## config.mk

```make
export PLATFORM = sky130hd
export DESIGN_NAME = id_ex_stage
export DESIGN_NICKNAME = d
export VERILOG_FILES = /design/src/rtl/id_ex_stage.sv
export SDC_FILE = /design/constraint.sdc
export NUM_CORES = 1
export LEC_CHECK = 0
export ABC_AREA = 1
export CELL_PAD_IN_SITES_DETAIL_PLACEMENT = 1
export CELL_PAD_IN_SITES_GLOBAL_PLACEMENT = 1
export CORE_AREA = 2 2 150 152
export DETAILED_ROUTE_END_ITERATION = 6
export DIE_AREA = 0 0 152 154
export PLACE_DENSITY_LB_ADDON = 0.1
export SYNTH_ARGS = -nofsm -noshare
export SYNTH_HDL_FRONTEND = slang
export SYNTH_SLANG_ARGS = --single-unit
export TNS_END_PERCENT = 1
```

## constraint.sdc

```tcl
create_clock -name clk -period 1.6 [get_ports clk]
set_input_delay 0.4 -clock clk [delete_from_list [all_inputs] [get_ports clk]]
set_output_delay 0.4 -clock clk [all_outputs]
set_load 0.02 [all_outputs]
```

## src/rtl/id_ex_stage.sv

```systemverilog
// ID/EX pipeline register for the 5-stage MIPS pipeline: registers the decoded
// control bundle and operands for EX, detects load-use hazards and honours flushes.
module id_ex_stage #(
  parameter int DATA_W = 32,
  parameter int CNT_W  = 16
) (
  input  logic              clk,
  input  logic              rst,
  input  logic              id_valid,
  input  logic [DATA_W-1:0] id_pc4,
  input  logic [4:0]        id_rs,
  input  logic [4:0]        id_rt,
  input  logic [4:0]        id_rd,
  input  logic [4:0]        id_shamt,
  input  logic [15:0]       id_imm16,
  input  logic [DATA_W-1:0] id_rdata1,
  input  logic [DATA_W-1:0] id_rdata2,
  input  logic [3:0]        Ctrl_alu,
  input  logic              Ctrl_regDst,
  input  logic [1:0]        Ctrl_aluSrcA,
  input  logic [1:0]        Ctrl_aluSrcB,
  input  logic              Ctrl_Mem2Reg,
  input  logic              Ctrl_ext,
  input  logic              Ctrl_regWr,
  input  logic              Ctrl_MemWr,
  input  logic [1:0]        Ctrl_branch,
  input  logic              Ctrl_jump,
  input  logic              flush,
  output logic              stall,
  output logic              ex_valid,
  output logic [DATA_W-1:0] ex_pc4,
  output logic [DATA_W-1:0] ex_a,
  output logic [DATA_W-1:0] ex_b,
  output logic [DATA_W-1:0] ex_imm,
  output logic [4:0]        ex_shamt,
  output logic [4:0]        ex_rs,
  output logic [4:0]        ex_rt,
  output logic [4:0]        ex_wa,
  output logic [3:0]        ex_alu,
  output logic [1:0]        ex_aluSrcA,
  output logic [1:0]        ex_aluSrcB,
  output logic              ex_Mem2Reg,
  output logic              ex_regWr,
  output logic              ex_MemWr,
  output logic [1:0]        ex_branch,
  output logic              ex_jump,
  output logic [CNT_W-1:0]  bubble_cnt
);

  logic [DATA_W-1:0] imm_ext;
  logic [4:0]        wa;
  logic              uses_rs;
  logic              uses_rt;
  logic              hazard;

  // NOTE: every signal driven here gets a value on every path, so no latch is inferred.
  always_comb begin
    imm_ext = {{(DATA_W-16){1'b0}}, id_imm16};
    if (Ctrl_ext) imm_ext = {{(DATA_W-16){id_imm16[15]}}, id_imm16};
    wa      = Ctrl_regDst ? id_rd : id_rt;
    uses_rs = (Ctrl_aluSrcA == 2'b00) && !Ctrl_jump;
    uses_rt = ((Ctrl_aluSrcB == 2'b00) || Ctrl_MemWr || (Ctrl_aluSrcA == 2'b10)) && !Ctrl_jump;
    // A load still in EX whose target a valid ID instruction reads; $0 never stalls.
    hazard  = id_valid && ex_valid && ex_Mem2Reg && ex_regWr && (ex_wa != 5'd0) &&
              ((uses_rs && (ex_wa == id_rs)) || (uses_rt && (ex_wa == id_rt)));
  end

  // The ID instruction is discarded on a flush, so there is nothing to hold.
  assign stall = hazard && !flush;

  // NOTE: pipeline state uses non-blocking assignments so every register samples pre-edge values.
  always_ff @(posedge clk) begin
    if (rst) begin
      ex_valid   <= 1'b0;
      ex_pc4     <= '0;
      ex_a       <= '0;
      ex_b       <= '0;
      ex_imm     <= '0;
      ex_shamt   <= '0;
      ex_rs      <= '0;
      ex_rt      <= '0;
      ex_wa      <= '0;
      ex_alu     <= '0;
      ex_aluSrcA <= '0;
      ex_aluSrcB <= '0;
      ex_Mem2Reg <= 1'b0;
      ex_regWr   <= 1'b0;
      ex_MemWr   <= 1'b0;
      ex_branch  <= '0;
      ex_jump    <= 1'b0;
      bubble_cnt <= '0;
    end else begin
      // Data fields are don't-care in a bubble, so they load unconditionally.
      ex_pc4     <= id_pc4;
      ex_a       <= id_rdata1;
      ex_b       <= id_rdata2;
      ex_imm     <= imm_ext;
      ex_shamt   <= id_shamt;
      ex_rs      <= id_rs;
      ex_rt      <= id_rt;
      ex_wa      <= wa;
      ex_alu     <= Ctrl_alu;
      ex_aluSrcA <= Ctrl_aluSrcA;
      ex_aluSrcB <= Ctrl_aluSrcB;
      if (flush || hazard) begin
        ex_valid   <= 1'b0;
        ex_Mem2Reg <= 1'b0;
        ex_regWr   <= 1'b0;
        ex_MemWr   <= 1'b0;
        ex_branch  <= '0;
        ex_jump    <= 1'b0;
        if (!flush && (bubble_cnt != '1)) bubble_cnt <= bubble_cnt + CNT_W'(1);
      end else begin
        ex_valid   <= id_valid;
        ex_Mem2Reg <= Ctrl_Mem2Reg;
        ex_regWr   <= Ctrl_regWr  && id_valid;
        ex_MemWr   <= Ctrl_MemWr  && id_valid;
        ex_branch  <= id_valid ? Ctrl_branch : 2'b00;
        ex_jump    <= Ctrl_jump   && id_valid;
      end
    end
  end

endmodule

```

[Yosys cells after proc, flatten, opt, wreduce, memory -nomap -nowiden]
Cells that the tools add are included.
Storage, ports and cells
  bits in registers: 164
Cells by class
  eq/ne operators: 4
  reduce and logical (&&, ||, !) cells: 27
  bitwise logic cells: 2
  add/sub/neg operators: 1
  mux-type cells: 1
Operators by type and width (number)
  adder 16 x 1 -> 16 bit (second input constant): 1
  inequality test 16 bit (second input constant): 1
  logical AND 1 bit: 14
  equality test 5 bit: 2
  two-way mux 5 bit: 1
  nonzero test 5 bit: 1
  zero test 2 bit: 2
  logical OR 1 bit: 4
  OR reduction 2 bit: 2
  OR reduction 3 bit: 1
  equality test 2 bit (second input constant): 1
  zero test 1 bit: 2
  inverter 1 bit: 2
  AND reduction 2 bit: 1

[Logic depth before layout (Yosys ltp)]
Gate-level depths: netlist (run 1).
  depth in word-level cells: 9
  depth in mapped cells: 12
  mapped depth without buffers: 11

[Worst setup path after synthesis (run 1)]
OpenSTA, ideal clock, no wires.
  path type: reg2out
  start point: register ex_wa[3]
  end point: output port stall
  data arrival time: 1297 ps
  buffers on the path: 0
  stages on the path, launching flop included: 8
  required time: 1200 ps
  path slack: -97 ps
  cell sequence: dfxtp_1 > xnor2_1 > nand2_1 > nor2_1 > nand2_1 > nand2_2 > nand2_2 > nor2_1
Between the ends
  longest elaborated chain between the ends: 5
Ends and longest elaborated chain
  start: declaration: line 38  | output logic [4:0] ex_wa,
  start signal: assignment: line 101  | ex_wa <= wa;
  equality test 5 bit: line 65  | ((uses_rs && (ex_wa == id_rs)) || (uses_rt && (ex_wa == id_rt)));
  logical AND 1 bit: line 65
  logical OR 1 bit: line 65
  logical AND 1 bit *: line 64  | hazard = id_valid && ex_valid && ex_Mem2Reg && ex_regWr && (ex_wa != 5'd0) &&
  logical AND 1 bit *: line 69  | assign stall = hazard && !flush;
  end: declaration: line 29  | output logic stall,
Mark *: on every way between the ends. The rest lies on a longest branch, timed or not.

[Worst setup path after layout (run 1)]
  start point: register ex_wa[0]
  end point: output port stall
Same word-level chain as after synthesis.

==> results of run 1 <==
==> routing by layer <==
layer / vias up / track usage (%)
met2: 181 / 27.8
met1: 2417 / 17.4
met4: 0 / 3.96
li1: 2608 / -
met3: 20 / 6.43
met5: - / 0
==> area by class of cell <==
| type | count | area [um^2] |
|---|---|---|
| tap | 280 | 350 |
| antenna | 1 | 2.50 |
| inverter | 159 | 597 |
| clock inverter | 14 | 170 |
| clock buffer | 18 | 429 |
| multi-input combinational | 296 | 1510 |
| fill | 2563 | 11900 |
| timing repair buffer | 384 | 3460 |
| sequential | 164 | 3300 |
==> logic make-up (layout without fill, tap and decap cells) <==
kind of cell / count (synthesis) / after routing
AO/OA/AOI/OAI: 32 / 32
buffers and inverters: 194 / 575
AND/OR/NAND/NOR: 245 / 245
flip-flops: 164 / 164
other: 0 / 1
adder cells (fa/ha/maj): 1 / 1
XOR/XNOR: 18 / 18
==> critical path, stage by stage (launching register included) <==
cell	delay, ns
dfxtp_4	0.37
xor2_1	0.16
nor2_1	0.11
nand3_1	0.13
nand2_2	0.13
nand2_2	0.07
nor2_2	0.09
buf_6	0.13
==> final timing paths <==
path                 start  slack (ns)            end  cells after the start
max               ex_wa[0]       -0.42          stall                      7
min               id_rs[0]        0.24       ex_rs[0]                      3
max reg2reg       ex_wa[0]       -0.31  bubble_cnt[0]                     12
min reg2reg  bubble_cnt[2]        0.51  bubble_cnt[2]                      2
==> per-stage QoR <==
stage | setup WS [ns] | setup TNS [ns]
after global routing | -0.508 | -8.96
final | -0.419 | -6.37
after CTS | -0.453 | -5.89
after floorplan | -0.0109 | -0.0109
after global placement | -1.01 | -12.52
after detailed placement | -1.00 | -12.43
==> power by group <==
group | leakage [nW] | internal [mW] | switching, mW
combinational | 3.47 | 0.659 | 0.663
sequential | 1.36 | 4.28 | 0.0530
clock | 0.298 | 2.36 | 1.85
total | 5.14 | 7.30 | 2.56
==> sequential cells by signal, indices dropped and copies added (netlist names) <==
register    count
bubble_cnt     16
ex_Mem2Reg      1
ex_MemWr        1
ex_a           32
ex_alu          4
ex_aluSrcA      2
ex_aluSrcB      2
ex_b           32
ex_branch       2
ex_imm         17
ex_jump         1
ex_pc4         32
ex_regWr        1
ex_rs           5
ex_rt           5
ex_shamt        5
ex_valid        1
ex_wa           5
==> Yosys cell counts <==
library cell,instances
nand2_2,7
buf_8,1
inv_2,1
xor2_1,12
clkinv_1,1
dfxtp_1,164
o21ai_0,9
nand2_1,36
nand3_1,12
nor2_1,166
inv_1,157
nand3_2,11
ha_1,1
a21oi_2,10
buf_12,1
a31oi_2,1
clkbuf_1,17
nor3_4,1
xnor2_1,6
a21oi_1,10
nand4_4,1
o21ai_1,2
buf_4,16
nor3_1,3
nand2_4,1
nand4_1,6
nor3b_2,1
==> what timing repair did <==
item	4_1_cts	5_1_grt
resized for setup	266	40
gates cloned	0	0
hold buffers	0	0
setup endpoints to repair	198	48
pin swaps	8	9
buffers inserted	15	0
==> flow_metrics.tcl, run 1 <==
set metrics [dict create \
    rsz0062_at_grt "yes" \
    clk_path_buf_depth 2 \
    synth.distinct_cells 27 \
    cts_root_buf "clkbuf_16" \
    dpl-instance-area_um2 9330 \
    coreArea_um2 21700 \
    fp.dieArea_um2 23400 \
    grt_usage_pct 15.7 \
    clock_latency_ns 0.42 \
    yosys.area_share.adder_pct 0.225 \
    highest_layer "met4" \
    start_kind "flop" \
    yosysSeqAreaShare_pct 59.0 \
    met3_length_mm 1.44 \
    synthCells 654 \
    yosysTopAreaCell "dfxtp_1" \
    violations "setup timing" \
    power_mw 9.86 \
    row_count 54 \
    timing.final.ws_setup_ns -0.419 \
    synth_area_um2 5560 \
    io_pins 332 \
    max_freq_ghz 0.495 \
    grt_antenna_before_repair 1 \
    synth_compound_area_share_pct 3.69 \
    synth-seq-cells 164 \
    drcViolationCount 0 \
    grt_pass1_vias 5336 \
    grt_overflow 0 \
    routed_wl_mm 18.2 \
    dp_cells 1268 \
    die_x_um 152 \
    initial_core_util_pct 25.6 \
    critPathKind "reg2out" \
    yosys_warnings 0 \
    final.period_utilization_pct 126 \
    critPathRequiredTime_ns 1.20 \
    hpwl_mm 13.6 \
    hp-class "in2reg" \
    synth.avg_cell_area_um2 8.50 \
    h-tree-depth 4 \
    drive_above_1_share_pct 16.6 \
    cts_tree "built" \
    dr_wl_met2_mm 9.20 \
    cts_buffers 17 \
    synth_top_family_by_area "simple AND/OR/NAND/NOR gates" \
    finalClockSkew_ns 0.00946 \
    vias 5226 \
    first_iter_violations 179 \
    synthesis.nets 807 \
    worst_slew_pin_slew_ns 0.463 \
    fin_util_pct 45.3 \
    cp-end-kind "primary output" \
    wl_met1_mm 7.34 \
    cp.arrival_ns 1.62 \
    io_buffers 331 \
    crit_path_max_fanout 4 \
    synth.top_cell.area_share_pct 59.0 \
    synth_top_cells_by_area "dfxtp_1 (59%), nor2_1 (11%), inv_1 (11%)" \
    finalHoldViolCount 0 \
    power_density_nw_per_um2 1000 \
    most-common-layout-cells "nor2_1 (164), dfxtp_1 (156), dlygate4sd2_1 (153)" \
    clkSlewWorstSetupHoldPaths_ns 0.07 \
    synth_simple_gate_area_share_pct 19.5 \
    period_minus_slack_ns 2.02 \
    cts_num_sinks 164 \
    layout.nets 1175 \
    final_cells 1316 \
    gp_congestion 0.732 \
    grt_pass1_wl_mm 28.9 \
    timing.max_cap.violations 0 \
    synth_mux_area_share_pct 0 \
    final_cell_area_um2 9820 \
    slew_violations 0 \
    drtPass1Iterations 4 \
    area_growth_pct 76.6 \
    p_leak_nw 5.14 \
    ir_drop_v 0.000647 \
    dieHeight_um 154 \
    layout_commonest_cell "nor2_1" \
    vias_per_cell 3.97 \
    wire_per_inst_um 13.8 \
    setup_viol 23 \
    slew_headroom_pct 69.1 \
    detail-route-antenna-nets 0 \
    outcome "finished, violations left" \
    synth-xor-area-share_pct 2.84 \
    worst_hold_slack_ns 0.238 \
    grt_max_degree 88 \
]
(Power assumes the default switching activity.)
==> inputs of run 2 (changes only) <==
Settings changed: TNS_END_PERCENT 1 to not set.
==> run 2 against run 1 <==
  * The run still ends with setup timing left
  * First-iteration DRC count is 2.8% higher
  * Maximum frequency is 1.1% lower
  * Clock skew is 0.00087 ns higher
  * Die area stayed put
  * Non-clock buffer count is 3 lower
  * Worst setup slack worse by 0.023 ns
  * Register-to-register slack better by 0.32 ns
  * Sequential power hardly changed
  * Highest routed layer unchanged
==> flow_metrics.tcl, run 2 (same netlist as run 1, synthesis figures left out) <==
set metrics [dict create \
    p_leak_nw 5.13 \
    path_buf_inv 2 \
    power_density_nw_per_um2 1000 \
    outcome "finished, violations left" \
    violations "setup timing" \
    grt_pass1_vias 5335 \
    vias_per_cell 3.96 \
    die_x_um 152 \
    hpwl_mm 13.6 \
    hp-class "in2reg" \
    gp_congestion 0.732 \
    finalClockSkew_ns 0.0103 \
    initial_core_util_pct 25.6 \
    most-common-layout-cells "nor2_1 (162), dfxtp_1 (156), dlygate4sd2_1 (153)" \
    io_pins 332 \
    pre_cts_slack_ns -1.00 \
    fin_util_pct 45.3 \
    coreArea_um2 21700 \
    detail-route-antenna-nets 0 \
    critPathTopFamily "buffers and inverters" \
    wire_per_inst_um 13.9 \
    area_growth_pct 76.5 \
    period_minus_slack_ns 2.04 \
    grt_antenna_before_repair 1 \
    io_buffers 331 \
    dieHeight_um 154 \
    power_mw 9.86 \
    finalHoldViolCount 0 \
    layout.nets 1173 \
    max_freq_ghz 0.489 \
    drcViolationCount 0 \
    cp.arrival_ns 1.64 \
    reg.largest.list "ex_a x32, ex_b x32, ex_pc4 x32" \
    critPathKind "in2out" \
    cts_tree "built" \
    final.period_utilization_pct 128 \
    worst_hold_slack_ns 0.239 \
    drive_above_1_share_pct 16.5 \
    grt_max_degree 88 \
    clkSlewWorstSetupHoldPaths_ns 0.07 \
    timing.max_cap.violations 0 \
    critPathMaxStageDelay_ns 0.44 \
    h-tree-depth 4 \
    cpMaxStageDelayCell "clkdlybuf4s50_1" \
    start_kind "primary input" \
    first_iter_violations 184 \
    crit_path_max_fanout 2 \
    clock_latency_ns 0.42 \
    rsz0062_at_grt "yes" \
    worstPathCellList "clkdlybuf4s50_1 > xor2_1 > nor2_1 > nand3_1 > nand2_2 > nand2_2 > nor2_2 > buf_6" \
    final.fill_count 2562 \
    row_count 54 \
    drtPass1Iterations 4 \
    fp.dieArea_um2 23400 \
    cts_num_sinks 164 \
    slew_headroom_pct 69.8 \
    cp-end-kind "primary output" \
    slew_violations 0 \
    vias 5207 \
    grt_pass1_wl_mm 29.1 \
    timing.final.ws_setup_ns -0.443 \
    worst_slew_pin_slew_ns 0.453 \
    layout_commonest_cell "nor2_1" \
    crit_top_cell "nand2_2" \
    grt_usage_pct 15.8 \
    clk_path_buf_depth 2 \
    setup_viol 15 \
    cts_root_buf "clkbuf_16" \
    cts_buffers 17 \
    ir_drop_v 0.000644 \
    routed_wl_mm 18.3 \
    grt_overflow 0 \
    critPathRequiredTime_ns 1.20 \
]
run 2: timing repair:
item	4_1_cts	5_1_grt
endpoints found under the setup margin	198	48
gates resized for setup	270	38
gates cloned	2	0
setup buffers	16	1
pin swaps	8	8
hold buffers	0	0
run 2: per-layer routing:
layer  wire length [um]  GRT usage [%]
met1               7380           17.7
met2               9230           27.9
met4                207           3.96
met5                  0              0
met3               1500           6.43
run 2: metrics by stage:
stage	TNS, ns	cell area [um^2]	std cells
2_1_floorplan	-0.0109	5570	654
3_3_place_gp	-12.52	9330	1268
3_5_place_dp	-12.43	9330	1268
4_1_cts	-0.458	9850	1314
5_1_grt	-1.95	9810	1313
6_report	-0.659	9820	1314
run 2: worst register-to-register path: stages, from the launching register on:
cell	delay, ns
dfxtp_4	0.37
xor2_1	0.16
nor2_1	0.11
nand3_1	0.13
nand2_2	0.12
buf_4	0.13
nand4_4	0.11
clkbuf_16	0.21
nand2_1	0.07
a21oi_2	0.05
run 2: layout make-up:
type	count	area, um^2	share of cell area, %
Inverter	159	597	6.08
Clock buffer	18	429	4.37
Tap cell	280	350	3.57
Clock inverter	14	170	1.73
Multi-Input combinational cell	297	1520	15.5
Sequential cell	164	3300	33.6
Antenna cell	1	2.50	0.0255
Timing Repair Buffer	381	3450	35.1
run 2: path summary, 6_finish.rpt:
kind | end | from | cells past startpoint | slack, ns
setup / recovery | stall | id_rs[1] | 8 | -0.44
hold / removal | ex_rs[0] | id_rs[0] | 3 | 0.24
setup reg to reg | bubble_cnt[10] | ex_wa[0] | 9 | 0.01
hold reg to reg | bubble_cnt[2] | bubble_cnt[2] | 2 | 0.51
run 2: power breakdown:
group	switching (mW)	leakage, nW	internal [mW]
combinational	0.661	3.46	0.656
sequential	0.0529	1.36	4.28
clock	1.84	0.298	2.36
total	2.56	5.13	7.30
